[config.mk]
export PLATFORM = sky130hd
export DESIGN_NAME = vector_recorder
export DESIGN_NICKNAME = d
export VERILOG_FILES = /design/src/rtl/vector_recorder_pkg.sv /design/src/rtl/recorder_mem.sv /design/src/rtl/vector_recorder.sv
export VERILOG_INCLUDE_DIRS = /design/src /design/src/rtl
export SDC_FILE = /design/constraint.sdc
export NUM_CORES = 1
export LEC_CHECK = 0
export ABC_AREA = 1
export BUFFER_PORTS_ARGS = -buffer_cell sky130_fd_sc_hd__clkbuf_2
export CAP_MARGIN = 10
export CORE_UTILIZATION = 30
export DETAILED_ROUTE_END_ITERATION = 8
export PLACE_DENSITY = 0.41
export SLEW_MARGIN = 20
export SYNTH_ARGS = -nofsm -noshare
export SYNTH_HDL_FRONTEND = slang
export SYNTH_SLANG_ARGS = --single-unit
[constraint.sdc]
create_clock -name clock -period 4 [get_ports clock]
set_clock_uncertainty 0.15 [all_clocks]
set_input_delay 0.2 -clock clock [delete_from_list [all_inputs] [get_ports clock]]
set_output_delay 0.2 -clock clock [all_outputs]
set_load 0.05 [all_outputs]
[src/rtl/vector_recorder_defs.vh]
// vector_recorder_defs.vh
// Shared state encodings for the vector recorder FSM. The numeric values
// are visible on the `state` port, so software and benches rely on them.
`ifndef VECTOR_RECORDER_DEFS_VH
`define VECTOR_RECORDER_DEFS_VH

`define VR_STATE_IDLE    2'd0
`define VR_STATE_ARMED   2'd1
`define VR_STATE_CAPTURE 2'd2
`define VR_STATE_DRAIN   2'd3

`endif

[src/rtl/vector_recorder_pkg.sv]
// vector_recorder_pkg
// Types and helpers shared by the vector recorder files.
//   state_t     : FSM state type built on the shared encodings
//   depth_of()  : number of storage entries for a given address width
package vector_recorder_pkg;

`include "vector_recorder_defs.vh"

  typedef enum logic [1:0] {
    ST_IDLE    = `VR_STATE_IDLE,
    ST_ARMED   = `VR_STATE_ARMED,
    ST_CAPTURE = `VR_STATE_CAPTURE,
    ST_DRAIN   = `VR_STATE_DRAIN
  } state_t;

  function automatic int unsigned depth_of(input int unsigned log2_depth);
    return 32'd1 << log2_depth;
  endfunction

endpackage

[src/rtl/recorder_mem.sv]
// recorder_mem
// DEPTH x WIDTH register array backing the vector recorder.
// Ports:
//   clock        : rising-edge clock for the write port
//   we/waddr/wdata : synchronous write port
//   raddr/rdata  : asynchronous (combinational) read port
// Contents are never reset; the recorder tracks validity with its count.
module recorder_mem
  import vector_recorder_pkg::*;
#(
  parameter int WIDTH      = 32,
  parameter int DEPTH_LOG2 = 4
) (
  input  logic                  clock,
  input  logic                  we,
  input  logic [DEPTH_LOG2-1:0] waddr,
  input  logic [WIDTH-1:0]      wdata,
  input  logic [DEPTH_LOG2-1:0] raddr,
  output logic [WIDTH-1:0]      rdata
);

  localparam int DEPTH = depth_of(DEPTH_LOG2);

  logic [WIDTH-1:0] mem [DEPTH];

  always_ff @(posedge clock) begin
    if (we) begin
      mem[waddr] <= wdata;
    end
  end

  assign rdata = mem[raddr];

endmodule

[src/rtl/vector_recorder.sv]
// vector_recorder
// Capture buffer for test/debug: once armed and triggered it records
// qualified probe vectors, then drains them oldest-first over valid/ready.
// Ports:
//   clock, reset          : clock, synchronous active-low reset
//   arm, trigger, stop    : capture control (IDLE->ARMED->CAPTURE->DRAIN)
//   sample_valid/data     : probe vector stream to record
//   rd_valid/ready/data   : drain handshake, rd_last marks the final entry
//   count                 : entries currently held (0..DEPTH)
//   overflow              : sticky, an entry was overwritten (WRAP=1)
//   state                 : FSM state, IDLE=0 ARMED=1 CAPTURE=2 DRAIN=3
module vector_recorder
  import vector_recorder_pkg::*;
#(
  parameter int WIDTH      = 32,
  parameter int DEPTH_LOG2 = 4,
  parameter int WRAP       = 0
) (
  input  logic                  clock,
  input  logic                  reset,
  input  logic                  arm,
  input  logic                  trigger,
  input  logic                  stop,
  input  logic                  sample_valid,
  input  logic [WIDTH-1:0]      sample_data,
  output logic                  rd_valid,
  input  logic                  rd_ready,
  output logic [WIDTH-1:0]      rd_data,
  output logic                  rd_last,
  output logic [DEPTH_LOG2:0]   count,
  output logic                  overflow,
  output logic [1:0]            state
);

  localparam bit WRAP_EN = (WRAP != 0);
  localparam logic [DEPTH_LOG2:0] DEPTH_CNT = (DEPTH_LOG2+1)'(1) << DEPTH_LOG2;

  state_t                st;
  logic [DEPTH_LOG2-1:0] wptr;
  logic [DEPTH_LOG2-1:0] rptr;
  logic [DEPTH_LOG2:0]   cnt;
  logic                  ovf;

  logic                  full;
  logic                  cap_write;
  logic                  mem_we;
  logic                  grow;
  logic [DEPTH_LOG2:0]   cnt_after_write;
  logic                  rd_fire;

  // A sample is taken in CAPTURE and also in the trigger cycle itself.
  // When full without wrap nothing is written; in practice the FSM has
  // already left CAPTURE by then.
  always_comb begin
    full            = (cnt == DEPTH_CNT);
    cap_write       = sample_valid && ((st == ST_CAPTURE) || ((st == ST_ARMED) && trigger));
    mem_we          = cap_write && (WRAP_EN || !full);
    grow            = mem_we && !full;
    cnt_after_write = cnt + {{DEPTH_LOG2{1'b0}}, grow};
    rd_fire         = rd_valid && rd_ready;
  end

  always_ff @(posedge clock) begin
    if (!reset) begin
      st   <= ST_IDLE;
      wptr <= '0;
      rptr <= '0;
      cnt  <= '0;
      ovf  <= 1'b0;
    end else begin
      unique case (st)
        ST_IDLE: begin
          wptr <= '0;
          rptr <= '0;
          cnt  <= '0;
          ovf  <= 1'b0;
          if (arm) begin
            st <= ST_ARMED;
          end
        end

        // A stop arriving with the trigger is honoured: the trigger-cycle
        // sample (if any) is kept and the capture closes immediately.
        ST_ARMED: begin
          if (trigger) begin
            if (mem_we) begin
              wptr <= wptr + 1'b1;
              cnt  <= cnt_after_write;
            end
            if (stop) begin
              st <= (cnt_after_write == '0) ? ST_IDLE : ST_DRAIN;
            end else begin
              st <= ST_CAPTURE;
            end
          end
        end

        ST_CAPTURE: begin
          if (mem_we) begin
            wptr <= wptr + 1'b1;
            if (full) begin
              // Wrap overwrite: oldest entry is lost, window slides.
              rptr <= rptr + 1'b1;
              ovf  <= 1'b1;
            end else begin
              cnt <= cnt_after_write;
            end
          end
          if (!WRAP_EN && grow && (cnt_after_write == DEPTH_CNT)) begin
            st <= ST_DRAIN;
          end else if (stop) begin
            st <= (cnt_after_write == '0) ? ST_IDLE : ST_DRAIN;
          end
        end

        ST_DRAIN: begin
          if (rd_fire) begin
            rptr <= rptr + 1'b1;
            cnt  <= cnt - 1'b1;
            if (rd_last) begin
              // Leave IDLE-ready: pointers and flags already cleared.
              st   <= ST_IDLE;
              wptr <= '0;
              rptr <= '0;
              ovf  <= 1'b0;
            end
          end
        end

        default: st <= ST_IDLE;
      endcase
    end
  end

  recorder_mem #(
    .WIDTH      (WIDTH),
    .DEPTH_LOG2 (DEPTH_LOG2)
  ) u_mem (
    .clock (clock),
    .we    (mem_we),
    .waddr (wptr),
    .wdata (sample_data),
    .raddr (rptr),
    .rdata (rd_data)
  );

  // Read side depends on registers only; rd_ready never feeds these.
  assign rd_valid = (st == ST_DRAIN) && (cnt != '0);
  assign rd_last  = rd_valid && (cnt == (DEPTH_LOG2+1)'(1));
  assign count    = cnt;
  assign overflow = ovf;
  assign state    = st;

endmodule

Word-level counts from Yosys, hierarchy flattened --
Memory sizes are Yosys's and may differ from the RTL's. A register that Yosys moved wholly into a read port is not among the register bits. Index checks and enable logic that the tools add are counted.
Storage, ports and cells: bits in registers 16, memory bits (writable) 512, memories 1, word-level logic and storage cells 78, bits of input ports 39, output and inout bits 42
Operators by class: equal/unequal tests 15, reductions and logical operators 19, mux-type cells 34, $add $sub $neg 4
Memories:
- u_mem.mem | depth 16, bits a word 32, rd ports 1, clocked after memory_dff 1, wr ports 1, line recorder_mem.sv:24 | logic [WIDTH-1:0] mem [DEPTH];
Operators with widths (count):
- 4-bit 2-to-1 mux | 10
- 5-bit 2-to-1 mux | 5
- 5-bit case mux with 4 select lines | 1
- 2-bit 2-to-1 mux | 8
- 2-bit != test (second input constant) | 8
- 4-bit case mux with 4 select lines | 1
- 5-bit AND reduction | 3
- 4-bit case mux with 3 select lines | 1
- 5-bit == test (second input constant) | 2
- 4-bit by 1-bit adder with 4-bit output (second input constant) | 2
- 1-bit logical AND | 8
- 2-bit case mux with 4 select lines | 1
- 1-bit 2-to-1 mux | 6
- 5-bit by 1-bit adder with 5-bit output | 1
- 5-bit by 1-bit == test with 1-bit output (second input constant) | 1
- 5-bit zero test | 1
- 5-bit nonzero test | 1
- 5-bit by 1-bit subtractor with 5-bit output (second input constant) | 1
- 2-bit == test (second input constant) | 2
- 4-bit AND reduction | 1
- 3-bit by 2-bit != test with 1-bit output (second input constant) | 1
- 1-bit case mux with 3 select lines | 1
- 3-bit AND reduction | 1
- 3-bit nonzero test | 1
- 4 further kinds | 4

Depth between registers and ports, before layout --
Gate-level depths: netlist of the first run.
word-level depth 12, gate-level depth with buffers 19, gate-level depth less buffers 19

By module --
Synthesis of the first run repeated with hierarchy kept, for this count alone.
Unflattened totals: cells, all modules 2267, area, all modules 23347.4 um2
Modules (own cells, without submodules):
- recorder_mem | seq. area each 15374.7 um2, area each 22089.9 um2, cells each 2088, instances 1
- vector_recorder | seq. area each 320.3 um2, area each 1257.5 um2, cells each 179, instances 1

Least setup slack after synthesis of the first run --
No wires, ideal clock.
kind register -> register, start point reg cnt[1], in the netlist count[1], end point mem u_mem.mem[0][0], enable pin, clock period less this slack 3.521 ns, path buffers 0, path slack 0.479 ns, arrival time 2.950 ns, setup time 0.421 ns, cell stages (with the launch flop) 8, required time 3.429 ns, cells stage by stage dfxtp_1 inv_1 ha_1 nand2_1 nor2_2 nor2_4 nand2_1 nor2_1
On the way: word-level cells in the longest chain between the ends 5
RTL lines:
- start, declared | line vector_recorder.sv:41 | logic [DEPTH_LOG2:0] cnt;
- start signal, assigned | line vector_recorder.sv:88 | cnt <= cnt_after_write;
- start signal, assigned | line vector_recorder.sv:106 | cnt <= cnt_after_write;
- start signal, assigned | line vector_recorder.sv:119 | cnt <= cnt - 1'b1;
- 5-bit == test | line vector_recorder.sv:55 | full = (cnt == DEPTH_CNT);
- 1-bit zero test | line vector_recorder.sv:57 | mem_we = cap_write && (WRAP_EN || !full);
- 1-bit logical AND | line vector_recorder.sv:57
- 1-bit 2-to-1 mux | line recorder_mem.sv:27 | if (we) begin
- 1-bit 2-to-1 mux (implied by the code) | line recorder_mem.sv:28 | mem[waddr] <= wdata;
- end, declared | line recorder_mem.sv:24
Every way passes these cells.

==> metrics.cfg, run 1 <==
[outcome]
status=completed

[sta]
slew_headroom_pct=31.7
rsz0062_at_grt=false
tightest_slew_ns=1.02
drv_slew=0
setup_viol=0
tns_ns=0
final.period_utilization_pct=81.3
setup_ws_ns=0.748
hold_viol=0
timing.fmax_mhz=308
fin_crit_ns=3.25

[final_layout]
antenna_cells=0
area_delta_synth_final_pct=17.0
design_area_um2=25600
nFillCells=6956
nets=1741
drive_gt1_share_pct=13.5
fin_cells=2680

[critical_path]
crit_top_cell=buf_12
cp_slowest_cell=dfxtp_4
critPathArrivalTime_ns=2.90
required_ns=3.65
path_delay_family=buffers and inverters
path_class=flip-flop to output pin
slowest_delay_ns=0.64
startpoint_type=flip-flop
crit_path_end_kind=output pin
path_buf_inv=3
path_cells=buf_12 > buf_12 > a21oi_1 > o21ai_0 > o21ai_1 > o211ai_1 > nand2_1 > clkbuf_2
critPathMaxFanout=58

[placement]
portBuffers=80
place_ws_ns=0.978
gp_congestion=0.771
post-dp-hpwl_mm=33.2
dp_cells=2542
dpl_cell_area_um2=23500

[grt]
grt_usage_pct=15.5
grt_pass1_vias=12800
antenna_found_initial=0
grt_start_max_net_pins=129
grt_remaining_overflow=0
grt_pass1_wl_mm=86.0

[synth]
syn-cell-area_um2=21800
yosys.cell_types.count=34
ys_ff_latch=532
yosysWarningCount=0
synth_edf_count=512
synth_nets=1621
avgSynthCellArea_um2=13.9
seq_area_frac_synth_pct=72.2
syn_inst=1567
ys_async_sr_fraction_pct=0
ys.flop_type=edfxtp_1

[routing]
drtAntennaViolNets=0
wl_met2_mm=26.9
drc=0
maxUsedRoutingLayer=met4
routed_wl_mm=57.3
dr.pass1.iters=5
wl_met3_mm=2.05
drtIter0Drc=996
vias=12700
wl_met1_mm=27.3
via_per_inst=4.73
wl_per_cell_um=21.4

[cts]
cts_max_path_buffers=3
clkSinkCount=532
h-tree-depth=2
cts.clk_slew.worst_paths_ns=0.05
root_buffer=clkbuf_16
tritoncts=yes
clk_latency_ns=0.59
cts_buffers=58

[power]
p_leak_nw=8.45
p_per_area_nw_per_um2=508
vdd_drop_max_uv=309

[floorplan]
core_area_um2=71700
start_util_pct=30.4
io_pins=81
dieHeight_um=272
dieArea_um2=73900
dieWidth_um=272
placementRows=98

[run]
cap_violations=0

[worst_hold_path]
min_path_type=input pin to flip-flop

==> layout make-up <==
class / instances / area, um2 / area share [%]
clock buffer: 80 / 1530 / 6.00
clock inverter: 23 / 199 / 0.778
inverter: 162 / 613 / 2.40
multi-input combinational: 780 / 5010 / 19.6
sequential: 532 / 15800 / 61.8
tap: 950 / 1190 / 4.65
timing repair buffer: 153 / 1220 / 4.79
==> per-stage QoR <==
step | utilization, % | hold slack, ns | power [mW]
after detailed placement | 32.7 | 0.271 | 8.13
after floorplan | - | 0.149 | 7.65
after CTS | 35.6 | 0.0441 | 13.2
after global routing | 35.6 | 0.101 | 13.5
after global placement | 32.7 | 0.269 | 8.14
final | 35.6 | 0.0836 | 13.0
==> cells in the mapped netlist (2+ instances only) <==
master    count  area (um2)
edfxtp_1    512       15400
inv_1       156         586
a21oi_1     145         726
o21ai_0     141         706
mux2i_1     128        1280
o211ai_1    128         961
nand2_1      86         323
nand3_1      56         280
clkbuf_1     52         195
nor2_1       35         131
dfxtp_1      20         400
o21ai_1      19        95.1
buf_6        15         169
ha_1         15         188
buf_2        14        70.1
buf_1         5        18.8
nand4_1       5        31.3
buf_8         4        60.1
inv_2         3        11.3
nand2_2       3        18.8
nor2_2        3        18.8
nor2_4        3        33.8
o21ai_2       3        26.3
buf_12        2        40.0
clkinv_1      2        7.51
o31ai_1       2        15.0
or2_2         2        12.5
xor2_1        2        17.5
==> tightest hold or removal path: stages <==
cell and delay [ns]:
clkbuf_2 0.10, o21ai_0 0.15, inv_1 0.04, nand3_1 0.10, nor2_2 0.06, nand2_1 0.06, a21oi_1 0.05
==> power breakdown <==
| part | switching, mW | leakage, nW | internal, mW |
|---|---|---|---|
| Combinational | 1.23 | 2.83 | 0.561 |
| Clock | 2.17 | 0.844 | 2.80 |
| Sequential | 0.0567 | 4.77 | 6.16 |
| Total | 3.46 | 8.45 | 9.52 |
==> final timing paths <==
kind | startpoint | endpoint | slack [ns] | depth (start not counted)
max | flip-flop | rd_data[13] | 0.75 | 8
min | arm | state[1] | 0.08 | 7
max reg2reg | count[1] | u_mem.mem[8][28] | 1.04 | 8
min reg2reg | overflow | overflow | 0.29 | 2
==> cell usage in the layout (no fill, tap or decap), types with 2 or more instances in the layout <==
cell,instances
nand3_1,56
nand4_1,5
o21ai_0,141
nand2_2,3
dfxtp_4,3
xor2_1,2
nor2_1,19
buf_4,23
a21oi_1,145
o21ai_2,3
nand2_1,86
nor2_4,19
inv_4,2
clkinv_1,9
ha_1,15
o21ai_1,19
bufinv_16,2
inv_6,2
or2_2,2
clkbuf_2,80
edfxtp_1,512
mux2i_1,128
o211ai_1,128
clkinv_2,9
nor2_2,3
dfxtp_1,16
dlygate4sd3_1,35
clkbuf_1,22
buf_12,15
inv_2,5
inv_1,154
o31ai_1,2
clkbuf_16,58
==> cell families after synthesis <==
logic type,synth area share (%)
compound gates,11.7
flops,72.2
xor+xnor,0.0802
simple gates,3.92
mux,5.87
fa+ha+maj,0.859
buf+inv,5.36
==> sequential cells by signal, summed over array words and instances, names as in the netlist, named ones only <==
name	flops
count	5
overflow	1
rptr	4
state	2
u_mem.mem	512
wptr	4
==> metal layers <==
metal  vias up  global-route usage (%)
li1       6055                       -
met1      6316                    22.0
met2       220                    24.9
met3        73                    2.18
met4         0                    3.90
met5         -                       0
==> repair_timing <==
item	4_1_cts	5_1_grt
setup buffers	0	0
endpoints found under the hold margin	525	0
hold buffers	35	0
gates resized for setup	0	0
(Power assumes the default switching activity.)
==> inputs of run 2 (changes only) <==
--- a/config.mk
+++ b/config.mk
@@ -6,12 +6,12 @@
 export SDC_FILE = /design/constraint.sdc
 export NUM_CORES = 1
 export LEC_CHECK = 0
-export ABC_AREA = 1
+export ABC_AREA = 0
 export BUFFER_PORTS_ARGS = -buffer_cell sky130_fd_sc_hd__clkbuf_2
 export CAP_MARGIN = 10
 export CORE_UTILIZATION = 30
 export DETAILED_ROUTE_END_ITERATION = 8
-export PLACE_DENSITY = 0.41
+export PLACE_DENSITY = 0.42
 export SLEW_MARGIN = 20
 export SYNTH_ARGS = -nofsm -noshare
 export SYNTH_HDL_FRONTEND = slang
==> constraint.sdc (replaced) <==
create_clock -name clock -period 2.7 [get_ports clock]
set_clock_uncertainty 0.15 [all_clocks]
set_input_delay 0.135 -clock clock [delete_from_list [all_inputs] [get_ports clock]]
set_output_delay 0.135 -clock clock [all_outputs]
set_load 0.05 [all_outputs]
==> run 2 against run 1 <==
Net effect: the flow now finishes with violations (setup timing); wire length decreased by 14%; global-route usage decreased by 1.2 points; combinational power increased by 3%; count of clock-buffer cells in the layout decreased by 4; largest power group unchanged; highest routed layer is now met5.
==> metrics.cfg, run 2 <==
[outcome]
status=finished with violations
violations=setup timing

[synth]
yosys.cell_types.count=50
syn-cell-area_um2=20600
yosys.area.top_type=edfxtp_1
yosysWarningCount=0
synth_common_cells=512 x edfxtp_1, 160 x mux4_2, 25 x clkbuf_1
synth_area_leaders=edfxtp_1 75%, mux4_2 17%, dfxtp_1 1.9%, ha_1 0.91%, clkbuf_1 0.46%
ys_async_sr_fraction_pct=0
synth_nets=938
yosysTopAreaCellShare_pct=74.6
ys_ff_latch=532
ys.flop_type=edfxtp_1
synth_edf_count=512
syn_inst=884
seq_area_frac_synth_pct=76.6
avgSynthCellArea_um2=23.3
yosysMostFrequentCell=edfxtp_1

[routing]
drtIter0Drc=698
via_per_inst=4.83
routed_wl_mm=49.5
vias=9764
wl_per_cell_um=24.4
drtAntennaViolNets=0
dr.pass1.iters=4
drc=0

[critical_path]
path_class=flip-flop to output pin
required_ns=2.41
critPathMaxFanout=12
critPathArrivalTime_ns=2.61
startpoint_type=flip-flop
crit_path_end_kind=output pin

[grt]
antenna_found_initial=1
grt_pass1_wl_mm=72.3
grt_remaining_overflow=0
grt_start_max_net_pins=52
grt_pass1_vias=10500
grt_usage_pct=14.3

[sta]
tightest_slew_ns=0.579
drv_slew=0
setup_ws_ns=-0.191
final.period_utilization_pct=107
hold_viol=0
rsz0062_at_grt=true
setup_viol=32
timing.fmax_mhz=346
fin_crit_ns=2.89
slew_headroom_pct=61.4

[cts]
clkSinkCount=532
clk_latency_ns=0.59
cts.clk_slew.worst_paths_ns=0.06
root_buffer=clkbuf_16
h-tree-depth=2
tritoncts=yes
cts_buffers=57
cts_max_path_buffers=3

[placement]
gp_congestion=0.722
post-dp-hpwl_mm=28.4
dp_cells=1855
portBuffers=80
dpl_cell_area_um2=22900

[floorplan]
dieHeight_um=264
core_area_um2=67500
start_util_pct=30.5
dieArea_um2=69700
placementRows=95
io_pins=81
dieWidth_um=264

[final_layout]
area_delta_synth_final_pct=25.2
layout_commonest_cell=edfxtp_1
nets=1157
drive_gt1_share_pct=38.3
largest_register=u_mem.mem
antenna_cells=0
layout_common_cells=512 x edfxtp_1, 160 x mux4_2, 65 x clkbuf_16
nFillCells=6087
fin_cells=2023
largest_reg_flops=512
design_area_um2=25800

[worst_hold_path]
min_path_type=flip-flop to flip-flop

[power]
vdd_drop_max_uv=559
p_per_area_nw_per_um2=708
p_leak_nw=8.04

[run]
cap_violations=0

run 2: cell types whose count changed after synthesis, moves of 6 or more:
cell,before,now
buf_6,15,1
nand2_1,86,19
and2_1,0,9
inv_1,156,15
nor3_1,0,6
nand3_1,56,4
o21ai_1,19,1
o211ai_1,128,2
nor2_1,35,11
mux4_2,0,160
clkbuf_1,52,25
mux2i_1,128,7
a21oi_1,145,5
o21ai_0,141,5
run 2: logic make-up (layout without fill, tap and decap cells):
kind of cell               after synthesis  count (layout)  synth area share [%]
AOI/OAI and AO/OA                       28              28                 0.960
xor gates and xnor gates                 8               8                 0.340
adders and majority gates               15              15                 0.911
buffers and inverters                   57             323                  1.18
DFF                                    532             532                  76.6
muxes                                  167             167                  17.8
and+or+nand+nor                         77              77                  2.17
run 2: worst paths after layout:
check,startpoint,to,slack [ns],depth (start not counted)
min,overflow,overflow,0.29,2
max,flip-flop,rd_data[10],-0.19,5
max reg2reg,state[1],state[1],0.09,11
min reg2reg,overflow,overflow,0.29,2
run 2: timing repair:
item | CTS | global route
endpoints found under the setup margin | 32 | 82
resized for setup | 65 | 57
pin swaps | 0 | 10
setup buffers | 6 | 11
endpoints found under the hold margin | 525 | 0
gates cloned | 2 | 6
hold buffers | 38 | 0
run 2: critical path: stages, from the launching register on:
cell,delay [ns]
dfxtp_4,0.40
buf_12,0.18
buf_16,0.17
mux4_2,0.54
mux4_2,0.53
buf_8,0.18
run 2: cell type report:
cell class / instances / area (um2) / share of cell area (%)
Inverter: 15 / 61.3 / 0.238
Timing Repair Buffer: 202 / 2350 / 9.12
Sequential cell: 532 / 15800 / 61.3
Multi-Input combinational cell: 295 / 4720 / 18.3
Clock buffer: 76 / 1540 / 5.98
Clock inverter: 30 / 201 / 0.781
Tap cell: 873 / 1090 / 4.24
run 2: per-layer routing:
layer / vias up / GRT usage (%) / wire, um
li1: 4209 / - / -
met1: 5291 / 20.0 / 22600
met2: 193 / 22.7 / 23900
met3: 69 / 2.82 / 2050
met4: 2 / 3.58 / 926
met5: - / 0 / 13
run 2: power by group:
part           leakage, nW  internal, mW  switching, mW  total [mW]
clock                0.841          4.18           3.13        7.31
combinational         2.43         0.940          0.904        1.84
sequential            4.77          9.08         0.0239        9.10
total                 8.04          14.2           4.05        18.3
run 2: per-stage QoR:
stage          power (mW)  setup TNS [ns]  utilization [%]  hold WS, ns  setup slack (ns)
5_1_grt              18.9           -7.98             38.2        0.316            -0.296
6_report             18.3           -4.59             38.2        0.290            -0.191
3_5_place_dp         10.8               0             33.9        0.277            0.0601
3_3_place_gp         10.8               0             33.9        0.273            0.0757
2_1_floorplan        10.3          -20.15                -       0.0839            -0.138
4_1_cts              18.4           -7.78             37.7        0.288            -0.277
